<file path="src/rtl/vixen_mem_arbiter_if.sv">
// Bus bundle between the CPU, the video fetch unit, the arbiter and the hi/lo RAM lanes.
interface vixen_mem_arbiter_if;
  localparam int unsigned ADDR_W = 15;
  localparam int unsigned DATA_W = 16;
  localparam int unsigned BE_W   = 2;

  // CPU side
  logic              cpu_req;
  logic              cpu_wr;
  logic [ADDR_W-1:0] cpu_addr;
  logic [BE_W-1:0]   cpu_be;
  logic [DATA_W-1:0] cpu_din;
  logic              cpu_ack;
  logic [DATA_W-1:0] cpu_dout;

  // Video fetch side
  logic              vid_req;
  logic [ADDR_W-1:0] vid_addr;
  logic              vid_ack;
  logic [DATA_W-1:0] vid_dout;

  // RAM lanes ([15:8] hi / even byte, [7:0] lo / odd byte)
  logic [ADDR_W-1:0] mem_addr;
  logic              mem_wr;
  logic              mem_en_hi;
  logic              mem_en_lo;
  logic [DATA_W-1:0] mem_din;
  logic [DATA_W-1:0] mem_dout;

  // Arbiter view
  modport slave (
    input  cpu_req, cpu_wr, cpu_addr, cpu_be, cpu_din,
    output cpu_ack, cpu_dout,
    input  vid_req, vid_addr,
    output vid_ack, vid_dout,
    output mem_addr, mem_wr, mem_en_hi, mem_en_lo, mem_din,
    input  mem_dout
  );

  // Requester / RAM environment view
  modport master (
    output cpu_req, cpu_wr, cpu_addr, cpu_be, cpu_din,
    input  cpu_ack, cpu_dout,
    output vid_req, vid_addr,
    input  vid_ack, vid_dout,
    input  mem_addr, mem_wr, mem_en_hi, mem_en_lo, mem_din,
    output mem_dout
  );
endinterface

</file>
<file path="src/rtl/vixen_mem_arbiter.sv">
// Shares the 16-bit main RAM between the CPU and video fetch.
// One access per IDLE -> ACC -> DONE sequence; video has priority, bounded by a streak counter.
module vixen_mem_arbiter #(
  parameter int unsigned VID_BURST = 4
) (
  input  logic               clk,
  input  logic               reset_n,
  vixen_mem_arbiter_if.slave bus
);

  localparam int unsigned ADDR_W   = 15;
  localparam int unsigned DATA_W   = 16;
  localparam int unsigned STREAK_W = 4;
  localparam logic [STREAK_W-1:0] BURST_MAX = STREAK_W'(VID_BURST);

  typedef enum logic [1:0] {
    ST_IDLE = 2'd0,
    ST_ACC  = 2'd1,
    ST_DONE = 2'd2
  } state_e;

  state_e              state_q,     state_d;
  logic                owner_vid_q, owner_vid_d;
  logic                acc_wr_q,    acc_wr_d;
  logic [STREAK_W-1:0] streak_q,    streak_d;
  logic                cpu_ack_q,   cpu_ack_d;
  logic                vid_ack_q,   vid_ack_d;
  logic [DATA_W-1:0]   cpu_dout_q,  cpu_dout_d;
  logic [DATA_W-1:0]   vid_dout_q,  vid_dout_d;
  logic [ADDR_W-1:0]   mem_addr_q,  mem_addr_d;
  logic                mem_wr_q,    mem_wr_d;
  logic                mem_en_hi_q, mem_en_hi_d;
  logic                mem_en_lo_q, mem_en_lo_d;
  logic [DATA_W-1:0]   mem_din_q,   mem_din_d;

  logic grant_vid_c;
  logic grant_cpu_c;

  // Arbitration: video wins unless it has used up its streak while the CPU waits.
  always_comb begin
    grant_vid_c = 1'b0;
    grant_cpu_c = 1'b0;
    if (bus.vid_req && (!bus.cpu_req || (streak_q != BURST_MAX))) begin
      grant_vid_c = 1'b1;
    end else if (bus.cpu_req) begin
      grant_cpu_c = 1'b1;
    end
  end

  // Next-state and registered-output logic; mem fields are latched at grant and live only in ACC.
  always_comb begin
    state_d     = state_q;
    owner_vid_d = owner_vid_q;
    acc_wr_d    = acc_wr_q;
    streak_d    = streak_q;
    cpu_ack_d   = 1'b0;
    vid_ack_d   = 1'b0;
    cpu_dout_d  = cpu_dout_q;
    vid_dout_d  = vid_dout_q;
    mem_addr_d  = mem_addr_q;
    mem_wr_d    = mem_wr_q;
    mem_en_hi_d = mem_en_hi_q;
    mem_en_lo_d = mem_en_lo_q;
    mem_din_d   = mem_din_q;

    case (state_q)
      ST_IDLE: begin
        if (grant_vid_c) begin
          owner_vid_d = 1'b1;
          acc_wr_d    = 1'b0;
          mem_addr_d  = bus.vid_addr;
          mem_wr_d    = 1'b0;
          mem_en_hi_d = 1'b1;
          mem_en_lo_d = 1'b1;
          mem_din_d   = '0;
          if (!bus.cpu_req) begin
            streak_d = '0;
          end else if (streak_q != BURST_MAX) begin
            streak_d = STREAK_W'(streak_q + STREAK_W'(1));
          end
          state_d = ST_ACC;
        end else if (grant_cpu_c) begin
          owner_vid_d = 1'b0;
          acc_wr_d    = bus.cpu_wr;
          mem_addr_d  = bus.cpu_addr;
          mem_wr_d    = bus.cpu_wr;
          mem_en_hi_d = bus.cpu_wr ? bus.cpu_be[1] : 1'b1;
          mem_en_lo_d = bus.cpu_wr ? bus.cpu_be[0] : 1'b1;
          mem_din_d   = bus.cpu_wr ? bus.cpu_din : '0;
          streak_d    = '0;
          state_d     = ST_ACC;
        end
      end

      ST_ACC: begin
        if (owner_vid_q) begin
          vid_dout_d = bus.mem_dout;
          vid_ack_d  = 1'b1;
        end else begin
          if (!acc_wr_q) begin
            cpu_dout_d = bus.mem_dout;
          end
          cpu_ack_d = 1'b1;
        end
        mem_addr_d  = '0;
        mem_wr_d    = 1'b0;
        mem_en_hi_d = 1'b0;
        mem_en_lo_d = 1'b0;
        mem_din_d   = '0;
        state_d     = ST_DONE;
      end

      ST_DONE: begin
        state_d = ST_IDLE;
      end

      default: begin
        state_d = ST_IDLE;
      end
    endcase
  end

  // State and output registers; reset aborts any in-flight access without an ack.
  always_ff @(posedge clk or negedge reset_n) begin
    if (!reset_n) begin
      state_q     <= ST_IDLE;
      owner_vid_q <= 1'b0;
      acc_wr_q    <= 1'b0;
      streak_q    <= '0;
      cpu_ack_q   <= 1'b0;
      vid_ack_q   <= 1'b0;
      cpu_dout_q  <= '0;
      vid_dout_q  <= '0;
      mem_addr_q  <= '0;
      mem_wr_q    <= 1'b0;
      mem_en_hi_q <= 1'b0;
      mem_en_lo_q <= 1'b0;
      mem_din_q   <= '0;
    end else begin
      state_q     <= state_d;
      owner_vid_q <= owner_vid_d;
      acc_wr_q    <= acc_wr_d;
      streak_q    <= streak_d;
      cpu_ack_q   <= cpu_ack_d;
      vid_ack_q   <= vid_ack_d;
      cpu_dout_q  <= cpu_dout_d;
      vid_dout_q  <= vid_dout_d;
      mem_addr_q  <= mem_addr_d;
      mem_wr_q    <= mem_wr_d;
      mem_en_hi_q <= mem_en_hi_d;
      mem_en_lo_q <= mem_en_lo_d;
      mem_din_q   <= mem_din_d;
    end
  end

  assign bus.cpu_ack   = cpu_ack_q;
  assign bus.cpu_dout  = cpu_dout_q;
  assign bus.vid_ack   = vid_ack_q;
  assign bus.vid_dout  = vid_dout_q;
  assign bus.mem_addr  = mem_addr_q;
  assign bus.mem_wr    = mem_wr_q;
  assign bus.mem_en_hi = mem_en_hi_q;
  assign bus.mem_en_lo = mem_en_lo_q;
  assign bus.mem_din   = mem_din_q;

endmodule

</file>
<file path="src/flat_wrapper.sv">
// flat-port wrapper written by rule: the top's interface ports become plain ports
module vixen_mem_arbiter_flat 
#(
  parameter int unsigned VID_BURST = 4
)
  (clk, reset_n, bus_cpu_req, bus_cpu_wr, bus_cpu_addr, bus_cpu_be, bus_cpu_din, bus_cpu_ack, bus_cpu_dout, bus_vid_req, bus_vid_addr, bus_vid_ack, bus_vid_dout, bus_mem_addr, bus_mem_wr, bus_mem_en_hi, bus_mem_en_lo, bus_mem_din, bus_mem_dout);
  vixen_mem_arbiter_if bus_i ();
  input  logic clk;
  input  logic reset_n;
  input wire logic [$bits(bus_i.cpu_req)-1:0] bus_cpu_req;
  input wire logic [$bits(bus_i.cpu_wr)-1:0] bus_cpu_wr;
  input wire logic [$bits(bus_i.cpu_addr)-1:0] bus_cpu_addr;
  input wire logic [$bits(bus_i.cpu_be)-1:0] bus_cpu_be;
  input wire logic [$bits(bus_i.cpu_din)-1:0] bus_cpu_din;
  output wire logic [$bits(bus_i.cpu_ack)-1:0] bus_cpu_ack;
  output wire logic [$bits(bus_i.cpu_dout)-1:0] bus_cpu_dout;
  input wire logic [$bits(bus_i.vid_req)-1:0] bus_vid_req;
  input wire logic [$bits(bus_i.vid_addr)-1:0] bus_vid_addr;
  output wire logic [$bits(bus_i.vid_ack)-1:0] bus_vid_ack;
  output wire logic [$bits(bus_i.vid_dout)-1:0] bus_vid_dout;
  output wire logic [$bits(bus_i.mem_addr)-1:0] bus_mem_addr;
  output wire logic [$bits(bus_i.mem_wr)-1:0] bus_mem_wr;
  output wire logic [$bits(bus_i.mem_en_hi)-1:0] bus_mem_en_hi;
  output wire logic [$bits(bus_i.mem_en_lo)-1:0] bus_mem_en_lo;
  output wire logic [$bits(bus_i.mem_din)-1:0] bus_mem_din;
  input wire logic [$bits(bus_i.mem_dout)-1:0] bus_mem_dout;
  assign bus_i.cpu_req = bus_cpu_req;
  assign bus_i.cpu_wr = bus_cpu_wr;
  assign bus_i.cpu_addr = bus_cpu_addr;
  assign bus_i.cpu_be = bus_cpu_be;
  assign bus_i.cpu_din = bus_cpu_din;
  assign bus_cpu_ack = bus_i.cpu_ack;
  assign bus_cpu_dout = bus_i.cpu_dout;
  assign bus_i.vid_req = bus_vid_req;
  assign bus_i.vid_addr = bus_vid_addr;
  assign bus_vid_ack = bus_i.vid_ack;
  assign bus_vid_dout = bus_i.vid_dout;
  assign bus_mem_addr = bus_i.mem_addr;
  assign bus_mem_wr = bus_i.mem_wr;
  assign bus_mem_en_hi = bus_i.mem_en_hi;
  assign bus_mem_en_lo = bus_i.mem_en_lo;
  assign bus_mem_din = bus_i.mem_din;
  assign bus_i.mem_dout = bus_mem_dout;
  vixen_mem_arbiter #(.VID_BURST(VID_BURST)) u_core (.clk(clk), .reset_n(reset_n), .bus(bus_i));
endmodule
</file>
<file path="config.mk">
export PLATFORM = sky130hd
export DESIGN_NAME = vixen_mem_arbiter_flat
export DESIGN_NICKNAME = d
export VERILOG_FILES = /design/src/rtl/vixen_mem_arbiter_if.sv /design/src/rtl/vixen_mem_arbiter.sv /design/src/flat_wrapper.sv
export SDC_FILE = /design/constraint.sdc
export NUM_CORES = 1
export LEC_CHECK = 0
export CAP_MARGIN = 20
export CORE_MARGIN = 2
export CORE_UTILIZATION = 40
export DETAILED_ROUTE_END_ITERATION = 10
export DONT_BUFFER_PORTS = 1
export PLACE_DENSITY = 0.59
export SETUP_SLACK_MARGIN = 0.3
export SYNTH_ARGS = -nofsm -noshare
export SYNTH_HDL_FRONTEND = slang
export SYNTH_SLANG_ARGS = --single-unit
</file>
<file path="constraint.sdc">
create_clock -name clk -period 3.79 [get_ports clk]
set_input_delay 0.758 -clock clk [delete_from_list [all_inputs] [get_ports clk]]
set_output_delay 0.758 -clock clk [all_outputs]
set_load 0.02 [all_outputs]
</file>
; ---- Yosys cells after proc, flatten, opt, wreduce, memory -nomap -nowiden
; Index checks and enable logic that the tools add are counted.
; W data, S select, Z words.
[op_classes]
n_reduce_logical = 11
n_eq_ne = 4
shift = 0
div = 0
addsub = 1
multipliers = 0
n_lt_le_gt_ge = 0
n_mux = 34
n_bitwise = 2
[ops]
columns = operator, n
row1 = $mux W16, 3
row2 = $pmux W16 S2, 1
row3 = $mux W15, 2
row4 = $pmux W15 S2, 1
row5 = $mux W1, 17
row6 = $mux W4, 4
row7 = $pmux W1 S2, 3
row8 = $reduce_and A2 Y1, 3
row9 = $reduce_and A3 Y1, 2
row10 = $add A4 B1 Y4 const B, 1
row11 = $mux W2, 2
row12 = $ne A4 B3 Y1 const B, 1
row13 = $pmux W2 S2, 1
row14 = $reduce_bool A2 Y1, 2
row15 = $ne A3 B1 Y1 const B, 1
row16 = $ne A3 B3 Y1 const B, 1
row17 = $eq A2 B1 Y1 const B, 1
row18 = $logic_not A2 Y1, 1
row19 = $not A1 Y1, 2
row20 = $logic_and A1 B1 Y1, 1
row21 = $logic_not A1 Y1, 1
row22 = $logic_or A1 B1 Y1, 1
[totals]
elab_cells = 65
latchBits = 0
out_inout_bits = 68
rom_bits = 0
ff_bits = 76
mem_count = 0
mem_bits_rw = 0
inputBits = 69

; ---- Longest topological paths before layout
[depth]
depth_word = 7
ltp_mapped = 7
mapped_depth_nobuf = 5

; ---- Worst setup path before layout
; No wires, ideal clock.
[synth_timing]
path_type = input to register
startpoint = in bus_cpu_req
endpoint = reg u_core.mem_din_q[10], in the netlist u_core.bus.mem_din[10]
path_buffers = 2
arrival_time_ns = 1.879
stages = 5
setup_ns = 0.066
path_slack_ns = 1.845
required_time_ns = 3.724
cell_sequence = nand4b_1 -> buf_4 -> a2111oi_4 -> buf_6 -> a22o_1
[synth_between]
elab_chain_cells = 6
elab_cells_between_ends = 10
cone_classes = eq/ne: 1 / mux: 5 / reduce/logical: 4
[synth_lines]
columns = item, line
row1 = from (decl), flat_wrapper.sv:10  ; input wire logic [$bits(bus_i.cpu_req)-1:0] bus_cpu_req;
row2 = $logic_not A1 Y1, --
row3 = $logic_or A1 B1 Y1, vixen_mem_arbiter.sv:43  ; if (bus.vid_req && (!bus.cpu_req || (streak_q != BURST_MAX))) begin
row4 = $logic_and A1 B1 Y1, vixen_mem_arbiter.sv:43
row5 = $mux W1, vixen_mem_arbiter.sv:43
row6 = $mux W16 or $ne A3 B1 Y1 (tied branches), --
row7 = $pmux W16 S2 or $reduce_and A2 Y1 (tied branches), --
row8 = to (signal assigned), vixen_mem_arbiter.sv:152  ; mem_din_q <= mem_din_d;
row9 = to (decl), vixen_mem_arbiter.sv:34  ; logic [DATA_W-1:0] mem_din_q, mem_din_d;
; Parallel ways exist; a longest one is shown, timed or not.
; A chain may end at the register's enable or synchronous reset.

; ---- Final worst setup path
[layout_timing]
startpoint = reg u_core.state_q[1]
endpoint = reg u_core.mem_din_q[1], in the netlist u_core.bus.mem_din[1]
[layout_between]
elab_chain_cells = 3
elab_cells_between_ends = 6
cone_classes = eq/ne: 2 / mux: 1 / reduce/logical: 3
[layout_lines]
columns = item, line
row1 = from (decl), vixen_mem_arbiter.sv:22  ; state_e state_q, state_d;
row2 = from (signal assigned), vixen_mem_arbiter.sv:140  ; state_q <= state_d;
row3 = $logic_not A2 Y1 or $eq A2 B1 Y1 (tied branches), vixen_mem_arbiter.sv:66  ; case (state_q)
row4 = $ne A3 B1 Y1 (no source line) or $reduce_bool A2 Y1 (tied branches), --
row5 = $reduce_and A2 Y1 (no source line), --
; Parallel ways exist; a longest one is shown, timed or not.

==> reports/qor.yml <==
outcome:
  outcome: "finished, final reports clean"
grt:
  grt.total_usage_pct: 16.2
  grt_max_degree: 77
  grt-ovfl-total: 0
  grt_pass1_vias: 2074
  grt_pass1_wl_mm: 10.7
  antenna_found_initial: 0
synth:
  synthSimpleGateAreaFrac_pct: 6.17
  synth_top_family_by_area: "compound AO/OA/AOI/OAI gates"
  ys_seq_area_share_pct: 60.9
  yosys_warnings: 0
  synth.distinct_cells: 30
  synth_mux_area_share_pct: 11.9
  synth-xor-area-share_pct: 0
  synth_area_um2: 3120
  ys_ff_latch: 76
  synth_fa_ha_area_share_pct: 0.801
  syn_inst: 240
  synth.net_count: 311
  syn_area_per_cell_um2: 13.0
  synth_compound_area_share_pct: 15.3
power:
  power_frac_clock_pct: 20.2
  power_frac_seq_pct: 57.6
  power_switching_mw: 1.29
  p_comb_share_pct: 22.2
  p_per_area_nw_per_um2: 918
  switching_share_pct: 41.2
  p_int_mw: 1.84
  p_leak_nw: 1.52
  ir_worst_vdd_v: 0.000369
finish:
  final_nets: 311
  fin_area_um2: 3420
  ff_latch_area_um2: 1900
  fillCellCount: 710
  n_antenna_cell: 0
  area_growth_pct: 9.41
  multi_input_area_um2: 1070
  drive_gt1_share_pct: 24.1
  utilization_pct: 44.7
timing:
  hold_viol_final: 0
  period_share_pct: 58.8
  fmax_ghz: 0.448
  maxSlewViolCount: 0
  relSlewSlack_pct: 36.4
  fin_skew_ns: 0.0102
  rsz0062_at_grt: "false"
  finalCriticalPeriod_ns: 2.23
  hold_ws_ns: 0.107
  finalSetupViolCount: 0
  worst_pin_slew_ns: 0.954
  fin_tns_setup_ns: 0
clock_network:
  clk_root_buffer_cell: "clkbuf_8"
  clkTransAtPathRegs_ns: 0.08
  post_cts_resized: 0
  hold_buffers: 0
  ctsHtreeMaxLevel: 3
  post_cts_buffers: 0
  cts_made_buffers: 9
  cts_sinks: 76
  ctsLongestPathBuffers: 2
  cts_tree: "built"
  clock_latency_ns: 0.34
route:
  drc_errors: 0
  ant_nets: 0
  via_per_inst: 5.76
  drt-pass1-iter-count: 4
  wl_per_cell_um: 19.3
  drt_iter0_drc: 110
  via_count: 2000
  routed_wl_mm: 6.70
floorplanning:
  initial_core_util_pct: 40.9
  die_h_um: 92.4
  core.rowCount: 32
  die_area_um2: 8530
  pin_count: 137
  core_region_area_um2: 7650
  die_w_um: 92.4
setup_path:
  crit_required_ns: 4.07
  start_kind: "flop"
  critPathArrivalTime_ns: 2.51
  cp_max_fo: 20
  criticalPathCategory: "flop to flop"
  end_kind: "flop"
placement:
  dp_hpwl_mm: 4.53
  place_area_um2: 3210
  port_buffers: 0
  gp_congestion: 0.805
job:
  cap_violations: 0
worst_hold_path:
  hp-class: "input port to async pin"
[per-stage QoR]
| stage | std cells | setup slack, ns | power [mW] |
|---|---|---|---|
| floorplan | 240 | 1.85 | 2.33 |
| global placement | 331 | 1.49 | 2.51 |
| detailed placement | 331 | 1.39 | 2.54 |
| CTS | 347 | 1.50 | 3.18 |
| global route | 347 | 1.34 | 3.33 |
| finish | 347 | 1.56 | 3.14 |
[power by group through the flow]
stage | logic, mW | registers [mW] | clock network, mW
final | 0.696 | 1.81 | 0.634
after global routing | 0.782 | 1.85 | 0.698
after CTS | 0.710 | 1.82 | 0.659
after detailed placement | 0.709 | 1.83 | 0
after global placement | 0.684 | 1.83 | 0
after floorplan | 0.613 | 1.72 | 0
[cell usage after synthesis, drive strengths merged]
cell type / count / area share, %
dfrtp: 76 / 61
mux2: 33 / 12
inv: 21 / 2.5
a22o: 20 / 5.6
o21ai: 17 / 2.7
nand4: 15 / 3.0
o311ai: 15 / 4.2
buf: 8 / 1.5
clkbuf: 8 / 0.96
nor2: 4 / 0.56
nand2b: 3 / 0.60
nor3: 3 / 0.64
a211oi: 2 / 0.48
a21o: 2 / 0.48
ha: 2 / 0.80
o2bb2ai: 2 / 0.56
or2: 2 / 0.40
a2111oi: 1 / 0.88
a32o: 1 / 0.32
and2: 1 / 0.20
and3: 1 / 0.20
nand2: 1 / 0.12
nand3: 1 / 0.16
nand4b: 1 / 0.28
[metal layers]
metal / up-vias / share of wire [%] / global-route usage, %
met5: - / 0 / 0
met4: 0 / 2.5 / 7.84
met3: 15 / 7.5 / 5.13
met2: 92 / 49 / 25.4
met1: 1005 / 41 / 20.4
li1: 888 / - / -
[placed cells by master (no fill, tap or decap), types with 3 or more instances in the layout]
| cell | count |
|---|---|
| mux2_2 | 33 |
| dfrtp_1 | 76 |
| inv_1 | 21 |
| inv_6 | 3 |
| o21ai_0 | 16 |
| buf_4 | 5 |
| nor2_1 | 3 |
| nand2b_1 | 3 |
| a22o_1 | 20 |
| clkbuf_8 | 10 |
| nand4_1 | 15 |
| o311ai_0 | 15 |
[logic make-up after synthesis]
kind of cell / count (synthesis)
adders and majority gates: 2
muxes: 33
buffers and inverters: 37
and+or+nand+nor: 32
DFF: 76
AOI/OAI and AO/OA: 60
[worst max-delay path, cell delays in order (launching register included)]
cell	delay [ns]
dfrtp_1	0.60
or2_2	0.42
a2111oi_4	0.88
a22o_1	0.27
[sequential cells by signal (all words and copies together), names as in the netlist]
| register | count |
|---|---|
| u_core.bus.mem_en_lo | 1 |
| u_core.bus.mem_en_hi | 1 |
| u_core.bus.mem_addr | 15 |
| u_core.bus.mem_din | 16 |
| u_core.bus.vid_ack | 1 |
| u_core.bus.cpu_dout | 16 |
| u_core.bus.mem_wr | 1 |
| u_core.state_q | 2 |
| u_core.bus.vid_dout | 16 |
| u_core.acc_wr_q | 1 |
| u_core.streak_q | 4 |
| u_core.bus.cpu_ack | 1 |
| u_core.owner_vid_q | 1 |
[worst paths after layout]
kind,cells past startpoint,startpoint,slack (ns),end
max,3,u_core.state_q[1],1.56,u_core.bus.mem_din[1]
min,0,reset_n,0.11,u_core.bus.vid_dout[4]
max reg2reg,3,u_core.state_q[1],1.56,u_core.bus.mem_din[1]
min reg2reg,1,u_core.owner_vid_q,0.50,u_core.bus.cpu_ack
max in group asynchronous,0,reset_n,3.56,u_core.bus.mem_en_lo
min in group clk,1,u_core.owner_vid_q,0.50,u_core.bus.cpu_ack
[final cells by class]
| class | count | share of cell area, % |
|---|---|---|
| Multi-Input combinational cell | 127 | 31.2 |
| Timing Repair Buffer | 5 | 1.10 |
| Clock inverter | 6 | 2.01 |
| Tap cell | 102 | 3.73 |
| Inverter | 21 | 2.31 |
| Sequential cell | 76 | 55.6 |
| Clock buffer | 10 | 4.03 |
(Power assumes the default switching activity.)
